**src/rtl/receiver_control_unit_pkg.sv**
```systemverilog
// receiver_control_unit_pkg: FSM state encodings for the UART receiver control path
package receiver_control_unit_pkg;
  typedef enum logic [2:0] {
    IDLE   = 3'd0,
    START  = 3'd1,
    DATA   = 3'd2,
    PARITY = 3'd3,
    STOP   = 3'd4
  } state_t;
endpackage

```
**src/rtl/receiver_control_unit_bit_counter.sv**
```systemverilog
// receiver_control_unit_bit_counter: data-bit counter with clear/enable and terminal-count compare
module receiver_control_unit_bit_counter #(
  parameter int WIDTH    = 4,
  parameter int TERMINAL = 7
) (
  input  logic i_clock,
  input  logic i_reset,
  input  logic i_clear,
  input  logic i_enable,
  output logic o_terminal
);
  logic [WIDTH-1:0] r_count;
  always_ff @(posedge i_clock or posedge i_reset)
    if (i_reset) r_count <= '0;
    else if (i_clear) r_count <= '0;
    else if (i_enable) r_count <= r_count + 1'b1;
  assign o_terminal = r_count == WIDTH'(TERMINAL);
endmodule

```
**src/rtl/receiver_control_unit.sv**
```systemverilog
// receiver_control_unit: UART receiver control FSM (start detect, bit windows, frame status)
// Optional parity window and check enabled by RECEIVER_PARITY_EN.
module receiver_control_unit
  import receiver_control_unit_pkg::*;
#(
  parameter int DATA_BITS       = 8,
  parameter int BIT_COUNT_WIDTH = 4
`ifdef RECEIVER_PARITY_EN
  , parameter bit PARITY_ODD    = 1'b0
`endif
) (
  input  logic i_clock,
  input  logic i_reset,
  input  logic i_rx,
  input  logic i_clock_equal,
  output logic o_state_is_START,
  output logic o_state_is_DATA,
  output logic o_state_is_STOP,
  output logic o_shift_enable,
  output logic o_data_valid,
  output logic o_framing_error,
  output logic o_parity_error,
  output logic o_busy
);
`ifdef RECEIVER_PARITY_EN
  localparam state_t AFTER_DATA = PARITY;
`else
  localparam state_t AFTER_DATA = STOP;
`endif
  state_t r_state, w_next;
  logic r_rx_meta, r_rx_s, r_armed, r_data_valid, r_framing_error;
  logic w_data_entry, w_shift, w_last, w_stop_exit;
  assign w_data_entry = r_state == START && i_clock_equal && !r_rx_s;
  assign w_shift      = r_state == DATA && i_clock_equal;
  assign w_stop_exit  = r_state == STOP && i_clock_equal;
  receiver_control_unit_bit_counter #(
    .WIDTH   (BIT_COUNT_WIDTH),
    .TERMINAL(DATA_BITS - 1)
  ) u_bit_counter (
    .i_clock   (i_clock),
    .i_reset   (i_reset),
    .i_clear   (w_data_entry),
    .i_enable  (w_shift),
    .o_terminal(w_last)
  );
  always_comb begin
    w_next = r_state;
    unique case (r_state)
      IDLE:    if (!r_rx_s && r_armed) w_next = START;
      START:   if (i_clock_equal) w_next = r_rx_s ? IDLE : DATA;
      DATA:    if (w_shift && w_last) w_next = AFTER_DATA;
      PARITY:  if (i_clock_equal) w_next = STOP;
      STOP:    if (i_clock_equal) w_next = IDLE;
      default: w_next = IDLE;
    endcase
  end
  // armed drops on a framing error so a held-low break cannot retrigger START
  always_ff @(posedge i_clock or posedge i_reset)
    if (i_reset) begin
      r_rx_meta       <= 1'b1;
      r_rx_s          <= 1'b1;
      r_state         <= IDLE;
      r_armed         <= 1'b0;
      r_data_valid    <= 1'b0;
      r_framing_error <= 1'b0;
    end else begin
      r_rx_meta       <= i_rx;
      r_rx_s          <= r_rx_meta;
      r_state         <= w_next;
      r_armed         <= (r_state == IDLE && r_rx_s) ? 1'b1 : (w_stop_exit && !r_rx_s) ? 1'b0 : r_armed;
      r_data_valid    <= w_stop_exit && r_rx_s;
      r_framing_error <= w_stop_exit && !r_rx_s;
    end
`ifdef RECEIVER_PARITY_EN
  logic r_parity, r_parity_bad, r_parity_error;
  always_ff @(posedge i_clock or posedge i_reset)
    if (i_reset) begin
      r_parity       <= 1'b0;
      r_parity_bad   <= 1'b0;
      r_parity_error <= 1'b0;
    end else begin
      r_parity       <= w_data_entry ? 1'b0 : w_shift ? r_parity ^ r_rx_s : r_parity;
      r_parity_bad   <= (r_state == PARITY && i_clock_equal) ? r_rx_s != (r_parity ^ PARITY_ODD) : r_parity_bad;
      r_parity_error <= w_stop_exit && r_parity_bad;
    end
  assign o_parity_error = r_parity_error;
`else
  assign o_parity_error = 1'b0;
`endif
  assign o_state_is_START = r_state == START;
  assign o_state_is_DATA  = r_state == DATA || r_state == PARITY;
  assign o_state_is_STOP  = r_state == STOP;
  assign o_shift_enable   = w_shift;
  assign o_data_valid     = r_data_valid;
  assign o_framing_error  = r_framing_error;
  assign o_busy           = r_state != IDLE;
endmodule
```
**config.mk**
```make
export PLATFORM = sky130hd
export DESIGN_NAME = receiver_control_unit
export DESIGN_NICKNAME = d
export VERILOG_FILES = /design/src/rtl/receiver_control_unit_pkg.sv /design/src/rtl/receiver_control_unit_bit_counter.sv /design/src/rtl/receiver_control_unit.sv
export SDC_FILE = /design/constraint.sdc
export NUM_CORES = 1
export LEC_CHECK = 0
export ABC_AREA = 1
export CAP_MARGIN = 10
export CORE_UTILIZATION = 48
export CTS_CLUSTER_SIZE = 20
export DETAILED_ROUTE_END_ITERATION = 8
export HOLD_SLACK_MARGIN = 0.06
export PLACE_DENSITY_LB_ADDON = 0.08
export SLEW_MARGIN = 10
export SYNTH_ARGS = -nofsm -noshare
export SYNTH_HDL_FRONTEND = slang
export SYNTH_SLANG_ARGS = --single-unit
export TNS_END_PERCENT = 1
```
**constraint.sdc**
```tcl
create_clock -name i_clock -period 1.4 [get_ports i_clock]
set_input_delay 0.14 -clock i_clock [delete_from_list [all_inputs] [get_ports i_clock]]
set_output_delay 0.14 -clock i_clock [all_outputs]
set_load 0.1 [all_outputs]
```
### After elaboration in Yosys (flattened, before gate mapping)

Index checks and enable logic that the tools add are counted.

* $add $sub $neg: 1
* equality and inequality tests: 10
* muxes and demuxes: 11
* reduce and logical (&&, ||, !) cells: 16

Operators by type and width (count)
* 3-bit 2-to-1 mux: 5
* 3-bit one-hot mux with 5 select lines: 1
* 2-bit != test (second input constant): 5
* 1-bit logical AND: 9
* 4-bit 2-to-1 mux: 2
* 3-bit by 2-bit == test with 1-bit output (second input constant): 2
* 5-bit AND reduction: 1
* 4-bit by 1-bit adder with 4-bit output (second input constant): 1
* 4-bit by 3-bit == test with 1-bit output (second input constant): 1
* 2-bit nonzero test: 2
* 3-bit by 1-bit == test with 1-bit output (second input constant): 1
* 3-bit == test (second input constant): 1
* 3-bit logical NOT: 1
* 3-bit nonzero test: 1
* 1-bit 2-to-1 mux: 2
* 2-bit 2-to-1 mux: 1
* 1-bit logical NOT: 1
* 1-bit logical OR: 1

* register bits after elaboration: 12
* input port bits: 4
* output and inout port bits: 8
* word-level logic and storage cells: 45

### Logic depth before layout (Yosys ltp)

Gate-level depths: netlist of run 1.

* word-level depth: 5
* gate-level depth with buffers: 8
* depth with buffers taken out: 8

### By module

A second synthesis of run 1 with hierarchy kept.

* cells, all modules: 75
* area, all modules: 613.1 µm²

Modules (own cells, without submodules)
* receiver_control_unit: times used 1, cells an instance 49, area each 397.9 µm², seq. area each 202.7 µm²
* receiver_control_unit_bit_counter: times used 1, cells an instance 26, area each 215.2 µm², seq. area each 100.1 µm²

### Worst setup path before layout of run 1

Ideal clock, no wire load.

* path kind: flip-flop to flip-flop
* start: register r_state[1]
* end: register r_state[2]
* setup time: 0.071 ns
* arrival: 2.058 ns
* data required time: 1.329 ns
* setup slack: -0.729 ns
* stages on the path, launching flop included: 5
* path buffers: 0
* period minus slack after synthesis: 2.129 ns
* cell sequence: dfrtp_1 > inv_2 > nor2_1 > nand4_1 > nand2_1

* word-level cells in the longest chain between the ends: 5
* elaborated cells between the ends (all ways): 14
* those cells by class: eq/ne: 9; mux: 1; reduce/logical: 4

Ends and longest elaborated chain
* start: declaration: line receiver_control_unit.sv:30 `state_t r_state, w_next;`
* start signal: assignment: line receiver_control_unit.sv:69 `r_state <= w_next;`
* 3-bit by 2-bit == test with 1-bit output: line receiver_control_unit.sv:34, receiver_control_unit.sv:48
* 1-bit logical AND: line receiver_control_unit.sv:34 `assign w_shift = r_state == DATA && i_clock_equal;`
* 1-bit logical AND: line receiver_control_unit.sv:51 `DATA: if (w_shift && w_last) w_next = AFTER_DATA;`
* 2-bit != test (no line)
* 5-bit AND reduction (no line)

Parallel ways exist; a longest one is shown, timed or not.
A chain may end at the register's enable or synchronous reset.

### Worst setup path after layout of run 1

* start: register r_state[1]
* end: output port o_state_is_STOP

* word-level cells in the longest chain between the ends: 1

Ends and longest elaborated chain
* 3-bit == test: line receiver_control_unit.sv:92 `assign o_state_is_STOP = r_state == STOP;`
* end: declaration: line receiver_control_unit.sv:18 `output logic o_state_is_STOP,`

Every way passes these cells.

==> impl_results.md, run 1 <==
* Via density at between 4 and 5
* Non-Filler Instances at approximately 120
* Register area at a little over 300 µm²
* Fmax at approximately 740 MHz
* Placeable Area at between 1000 and 1500 µm²
* H-tree levels at 1
* Critical-path cell with the highest stage delay: dfrtp_2
* R2r startpoint: r_state[2]$_DFFE_PP0P_
* Mux cell area share after synthesis at 0%
* DP Area at 844.6 µm²
* Synth Area in Simple Gates at around two fifths
* First-pass GRT wire length at roughly 2200 µm
* First-pass iteration count of the detailed router at 4
* Sequential share of the synthesized area at 47.08%
* Syn Std Cell Area at roughly 640 µm²
* Leading cell types in the layout, fill and taps excluded: nand2_1 (22), buf_4 (9), dfrtp_1 (7), buf_12 (7), inv_1 (6)
* LEAKAGE at 0.4876 nW
* Critical path type: flop to output pin
* Row Count at 12
* Worst-path clk slew at around 0.070 ns
* Max incr delay on CP at ~0.47 ns
* Total I/O pin count at 12
* Util after Layout at 82.80%
* # DRC at 0
* Crit path cell chain: nor2_2 -> nand2_2 -> clkinvlp_4 -> buf_12
* Yosys warnings at 0
* Reg-to-reg slack, setup at between 0.15 and 0.2 ns
* Critical Path Sink: o_state_is_STOP
* TritonCTS clock tree: done
* Avg Inst Size Synth at between 7 and 8 µm²
* Final WL at roughly 1400 µm
* Number of antenna violations at the first check in global routing at 0
* Syn Nets at between 80 and 90
* Clk sinks at 12
* Multi-input gate area at around 310 µm²
* Filler cells at between 60 and 70
* Layout cell share with drive strength beyond 1 at between 40% and 50%
* Largest net degree at the start of global routing at 13
* Fin area at about 970 µm²
* TritonCTS buffer count at 3
* Effective utilization at floorplan at around 55%
* Gr ovfl total at 0
* WP data arrival at between 1 and 1.5 ns
* Synth-to-Final Area Change at 50.78%
* Vias in the first global route at ~540
* Unique masters post-synth at 18
* Die W at 38.61 µm
* R2R depth at 7
* Status: finished, final reports clean
* Die area at 1490 µm²
* Maxcap violations at 0
* Max-slew violations at 0
* Initial drt markers at 15
* IO buf count at 10
* Endpoints failing hold at 0
* Final min period at between 1 and 1.5 ns
* Max FO, Critical Path at 6
* Avg WL per Cell at roughly 12 µm
* GRT Total Usage at 22.88%
* Ant diodes at 0
* Fin crit share at a little over nine tenths
* Critical Path RT at 1.26 ns
* Vias at 579
* Die Span Y at ~39 µm
* Commonest non-fill, non-tap cell in the layout: nand2_1
* Final setup violation count at 0
* Synth Area in Adders at around 1.9%
* Cts-stage hold buffer count at 0
* Crit start category: flop
* Min Hold Slack at 0.1639 ns
* Nets at 109
* Synth Area in Compound Gates at 3.307%
* #FFs+latches synth at 12
* Reg2reg end: u_bit_counter.r_count[3]$_DFFE_PP0P_
* VDD IR-drop max at between 1.5 and 2 mV
* Worst setup EP type: output pin
* DP Wirelength at approximately 1000 µm
* Worst Clk Skew at between 0.0004 and 0.0005 ns
* GPL Wtd Cong at 0.7874
* Later-pin clock latency in the skew report at between 0.2 and 0.3 ns
* Post-Synth XOR/XNOR Area at 0%
* Clock buffer depth at 2
* Worst min path class: primary input to async pin
* Unrepaired setup endpoints after global routing: yes
* CTS root buffer: clkbuf_4
* CP Launch Point: r_state[1]$_DFFE_PP0P_
* Largest family of logic cells by synthesized area: simple AND/OR/NAND/NOR gates
* Placed cells at 105
* Power Dens Cells at between 2000 and 2500 nW/µm²
* Post-synthesis cell count at slightly above 80
* Post-route ant nets at 0
==> through the flow <==
stage	total power, mW	setup slack (ns)	setup TNS [ns]
after floorplan	1.231	-0.1273	-0.4672
after global placement	1.559	0.1297	0
after detailed placement	1.574	0.09709	0
after CTS	1.937	0.02106	0
after global routing	2.117	-0.01938	-0.02905
final	2.013	0.04130	0
==> final cells by class <==
cell class                      count  area share, %
Clock buffer                        4          3.742
Inverter                           13          5.935
Multi-Input combinational cell     55          32.39
Sequential cell                    12          31.61
Tap cell                           14          1.806
Timing Repair Buffer               19          24.52
==> per-layer routing <==
layer	GRT usage (%)	part of all wire [%]	wire length, µm	up-vias
li1	-	-	-	292
met1	27.65	43	601	256
met4	15.52	3.0	42	0
met3	3.468	5.9	82	6
met2	37.08	48	673	25
met5	0	0	0	-
==> where the power goes <==
group | total, mW | internal, mW | switching, mW
logic | 1.26 | 0.455 | 0.801
clock network | 0.261 | 0.158 | 0.103
registers | 0.496 | 0.412 | 0.0836
==> Yosys cell counts <==
master,number,area (µm²)
nand2_1,23,86.33
dfrtp_1,10,250.2
inv_1,10,37.54
nor2_1,8,30.03
nand2_2,5,31.28
nand3_1,4,20.02
nand4_1,4,25.02
inv_2,3,11.26
nor2_2,3,18.77
dfstp_2,2,52.55
nor2_4,2,22.52
buf_4,1,7.510
conb_1,1,3.750
ha_1,1,12.51
nand4_2,1,12.51
o21ai_0,1,5.000
o21ai_2,1,8.760
o21bai_1,1,7.510
==> critical path: cells and delay by family, from the launching register on <==
| family | cells | cell delay (ns) |
|---|---|---|
| AND/OR/NAND/NOR | 2 | 0.20 |
| buffers and inverters | 2 | 0.28 |
| flip-flops | 1 | 0.47 |
==> worst min-delay path by stage <==
stage,end,slack [ns],startpoint,depth (start not counted)
floorplan,o_data_valid$_DFF_PP0_,0.003,i_reset,1
global route,u_bit_counter.r_count[0]$_DFFE_PP0P_,0.22,i_reset,2
global placement,r_rx_s$_DFF_PP1_,0.35,r_rx_meta$_DFF_PP1_,0
finish,o_data_valid$_DFF_PP0_,0.16,i_reset,2
detailed placement,r_rx_s$_DFF_PP1_,0.36,r_rx_meta$_DFF_PP1_,0
CTS,r_armed$_DFFE_PP0P_,0.17,i_reset,2
==> flip-flops by register name (all words and copies together) (netlist names) <==
name,count
r_rx_s,1
o_framing_error,1
u_bit_counter.r_count,4
r_rx_meta,1
r_state,3
o_data_valid,1
r_armed,1
==> cells by family after synthesis <==
| logic type | after synthesis |
|---|---|
| flops | 12 |
| compound gates | 3 |
| buf+inv | 14 |
| simple gates | 50 |
| other cells | 1 |
| fa+ha+maj | 1 |
==> what timing repair did <==
item                       in CTS  in global routing
pin swaps                       2                  3
setup buffers                   5                  3
gates resized for setup         6                  7
setup endpoints to repair       2                  3
Note: power is estimated with default switching activity, not from simulation.
==> run 2, diff against run 1 <==
--- a/config.mk
+++ b/config.mk
@@ -10,6 +10,7 @@
 export CORE_UTILIZATION = 48
 export CTS_CLUSTER_SIZE = 20
 export DETAILED_ROUTE_END_ITERATION = 8
+export GPL_TIMING_DRIVEN = 1
 export HOLD_SLACK_MARGIN = 0.06
 export PLACE_DENSITY_LB_ADDON = 0.08
 export SLEW_MARGIN = 10
==> results of run 2 <==
Same layout as run 1: the final DEF is identical, and so are final timing and power.
==> run 3, diff against run 2 <==
--- a/config.mk
+++ b/config.mk
@@ -12,7 +12,7 @@
 export DETAILED_ROUTE_END_ITERATION = 8
 export GPL_TIMING_DRIVEN = 1
 export HOLD_SLACK_MARGIN = 0.06
-export PLACE_DENSITY_LB_ADDON = 0.08
+export PLACE_DENSITY = 0.74
 export SLEW_MARGIN = 10
 export SYNTH_ARGS = -nofsm -noshare
 export SYNTH_HDL_FRONTEND = slang
==> run 3 against run 2 <==
First-iteration DRC count is 13% higher. Critical endpoint unchanged. Clock power is 21% lower. Highest routed layer unchanged. Clock skew is 0.0052 ns higher. Worst hold slack better by 0.0058 ns.
==> impl_results.md, run 3 (synthesized netlist as in run 1, its figures left out) <==
* Status: finished, final reports clean
* Vias in the first global route at 459
* Initial drt markers at 17
* Post-route ant nets at 0
* Commonest non-fill, non-tap cell in the layout: nand2_1
* Switching part of the total at 49.76%
* Crit path cell chain: nor2_1 -> nand2_1 -> clkinvlp_4 -> buf_12
* Leading cell types in the layout, fill and taps excluded: nand2_1 (23), dfrtp_1 (8), inv_1 (7), buf_12 (7), buf_4 (7)
* Total I/O pin count at 12
* LEAKAGE at 0.4691 nW
* Critical Path RT at ~1.3 ns
* Clock share of power at a little over a tenth
* Fin crit share at a little over nine tenths
* Final WL at approximately 1300 µm
* Die Span Y at 38.61 µm
* Sequential fraction of design power at between 20% and 30%
* Worst min path class: primary input to async pin
* Max-slew violations at 0
* Nets at around 110
* Via density at 4.896
* GPL Wtd Cong at 0.7790
* First-pass iteration count of the detailed router at 4
* TritonCTS clock tree: done
* Switching power at between 0.9 and 1 mW
* IO buf count at 10
* Cts-stage hold buffer count at 0
* Non-Filler Instances at between 100 and 150
* Fmax at 728.4 MHz
* Filler cells at 85
* Die W at between 30 and 40 µm
* Clock buffer depth at 2
* Worst Clk Skew at ~0.0057 ns
* Unrepaired setup endpoints after global routing: yes
* Critical-path cell with the highest stage delay: dfrtp_2
* Vias at 563
* Power Dens Cells at between 2000 and 2500 nW/µm²
* Synth-to-Final Area Change at 43.58%
* Ant diodes at 0
* Later-pin clock latency in the skew report at around 0.25 ns
* DP Wirelength at between 1000 and 1500 µm
* Largest net degree at the start of global routing at 13
* Maxcap violations at 0
* Critical path type: flop to output pin
* Setup TNS Final at 0 ns
* Util after Layout at around four fifths
* Effective utilization at floorplan at 54.91%
* Final setup violation count at 0
* Max incr delay on CP at 0.46 ns
* DP Area at ~840 µm²
* Worst-path clk slew at approximately 0.07 ns
* Crit start category: flop
* Gr ovfl total at 0
* H-tree levels at 1
* Logic pwr share at about two thirds
* Final min period at 1.373 ns
* Fin area at 923.4 µm²
* TritonCTS buffer count at 3
* Placeable Area at roughly 1200 µm²
* Max FO, Critical Path at 6
* First-pass GRT wire length at 2014 µm
* CTS root buffer: clkbuf_4
* # DRC at 0
* Endpoints failing hold at 0
* Layout cell share with drive strength beyond 1 at 40.59%
* VDD IR-drop max at between 1.5 and 2 mV
* Worst setup EP type: output pin
* Placed cells at roughly 100
* Top Registers: u_bit_counter.r_count: 4 flops, r_state: 3 flops
* WP data arrival at approximately 1.2 ns
* Clk sinks at 12
* Top reg by flops: u_bit_counter.r_count
* Number of antenna violations at the first check in global routing at 0
* GRT Total Usage at approximately 20%
* Row Count at 12
* Pint at 0.9666 mW
* Avg WL per Cell at approximately 11 µm
* Largest register FFs at 4
* Die area at between 1000 and 1500 µm²
-- run 3: critical path: cells and delay by family (launching register included) --
kind                   cells  cell delay (ns)
flip-flops                 1             0.46
buffers and inverters      2             0.29
AND/OR/NAND/NOR            2             0.22
-- run 3: stage by stage --
step | hold slack (ns) | setup WS [ns] | power (mW)
final | 0.1696 | 0.02711 | 1.924
after global routing | 0.2260 | -0.01702 | 2.010
after CTS | 0.1839 | 0.004575 | 1.869
after detailed placement | 0.3470 | 0.02236 | 1.584
after global placement | 0.3487 | 0.09079 | 1.560
after floorplan | 0.003267 | -0.1273 | 1.231
-- run 3: cell type report --
class / instances / area (µm²) / area share (%)
Timing Repair Buffer: 17 / 222.7 / 24.12
Inverter: 13 / 52.55 / 5.691
Clock buffer: 4 / 26.28 / 2.846
Tap cell: 14 / 17.52 / 1.897
Multi-Input combinational cell: 55 / 299.0 / 32.38
Sequential cell: 12 / 305.3 / 33.06
-- run 3: path summary, 6_finish.rpt --
path	startpoint	to	slack [ns]	cells past startpoint
setup / recovery	r_state[1]$_DFFE_PP0P_	o_state_is_STOP	0.03	4
hold / removal	i_reset	u_bit_counter.r_count[3]$_DFFE_PP0P_	0.17	2
setup reg to reg	r_state[0]$_DFFE_PP0P_	r_state[0]$_DFFE_PP0P_	0.14	9
hold reg to reg	r_rx_meta$_DFF_PP1_	r_rx_s$_DFF_PP1_	0.36	0
max in group asynchronous	i_reset	r_rx_meta$_DFF_PP1_	0.90	2
min in group i_clock	i_rx	r_rx_meta$_DFF_PP1_	0.29	1
-- run 3: per-layer routing --
metal	up-vias	global-route usage, %	wire length (µm)
met2	16	31.67	645
met5	-	0	0
met4	0	5.172	10
li1	285	-	-
met1	260	28.68	592
met3	2	3.468	66
-- run 3: power groups by stage --
stage                     Combinational, mW  Clock [mW]  Sequential [mW]
after global placement                 1.08           0            0.476
after floorplan                       0.745           0            0.486
final                                  1.25       0.206            0.473
after global routing                   1.31       0.226            0.479
after detailed placement               1.11           0            0.479
after CTS                              1.18       0.213            0.473
-- run 3: repair_timing --
action                                  CTS  global route
pin swaps                                 2             3
buffers inserted                          3             4
endpoints found under the setup margin    2             3
gates resized for setup                   4             1
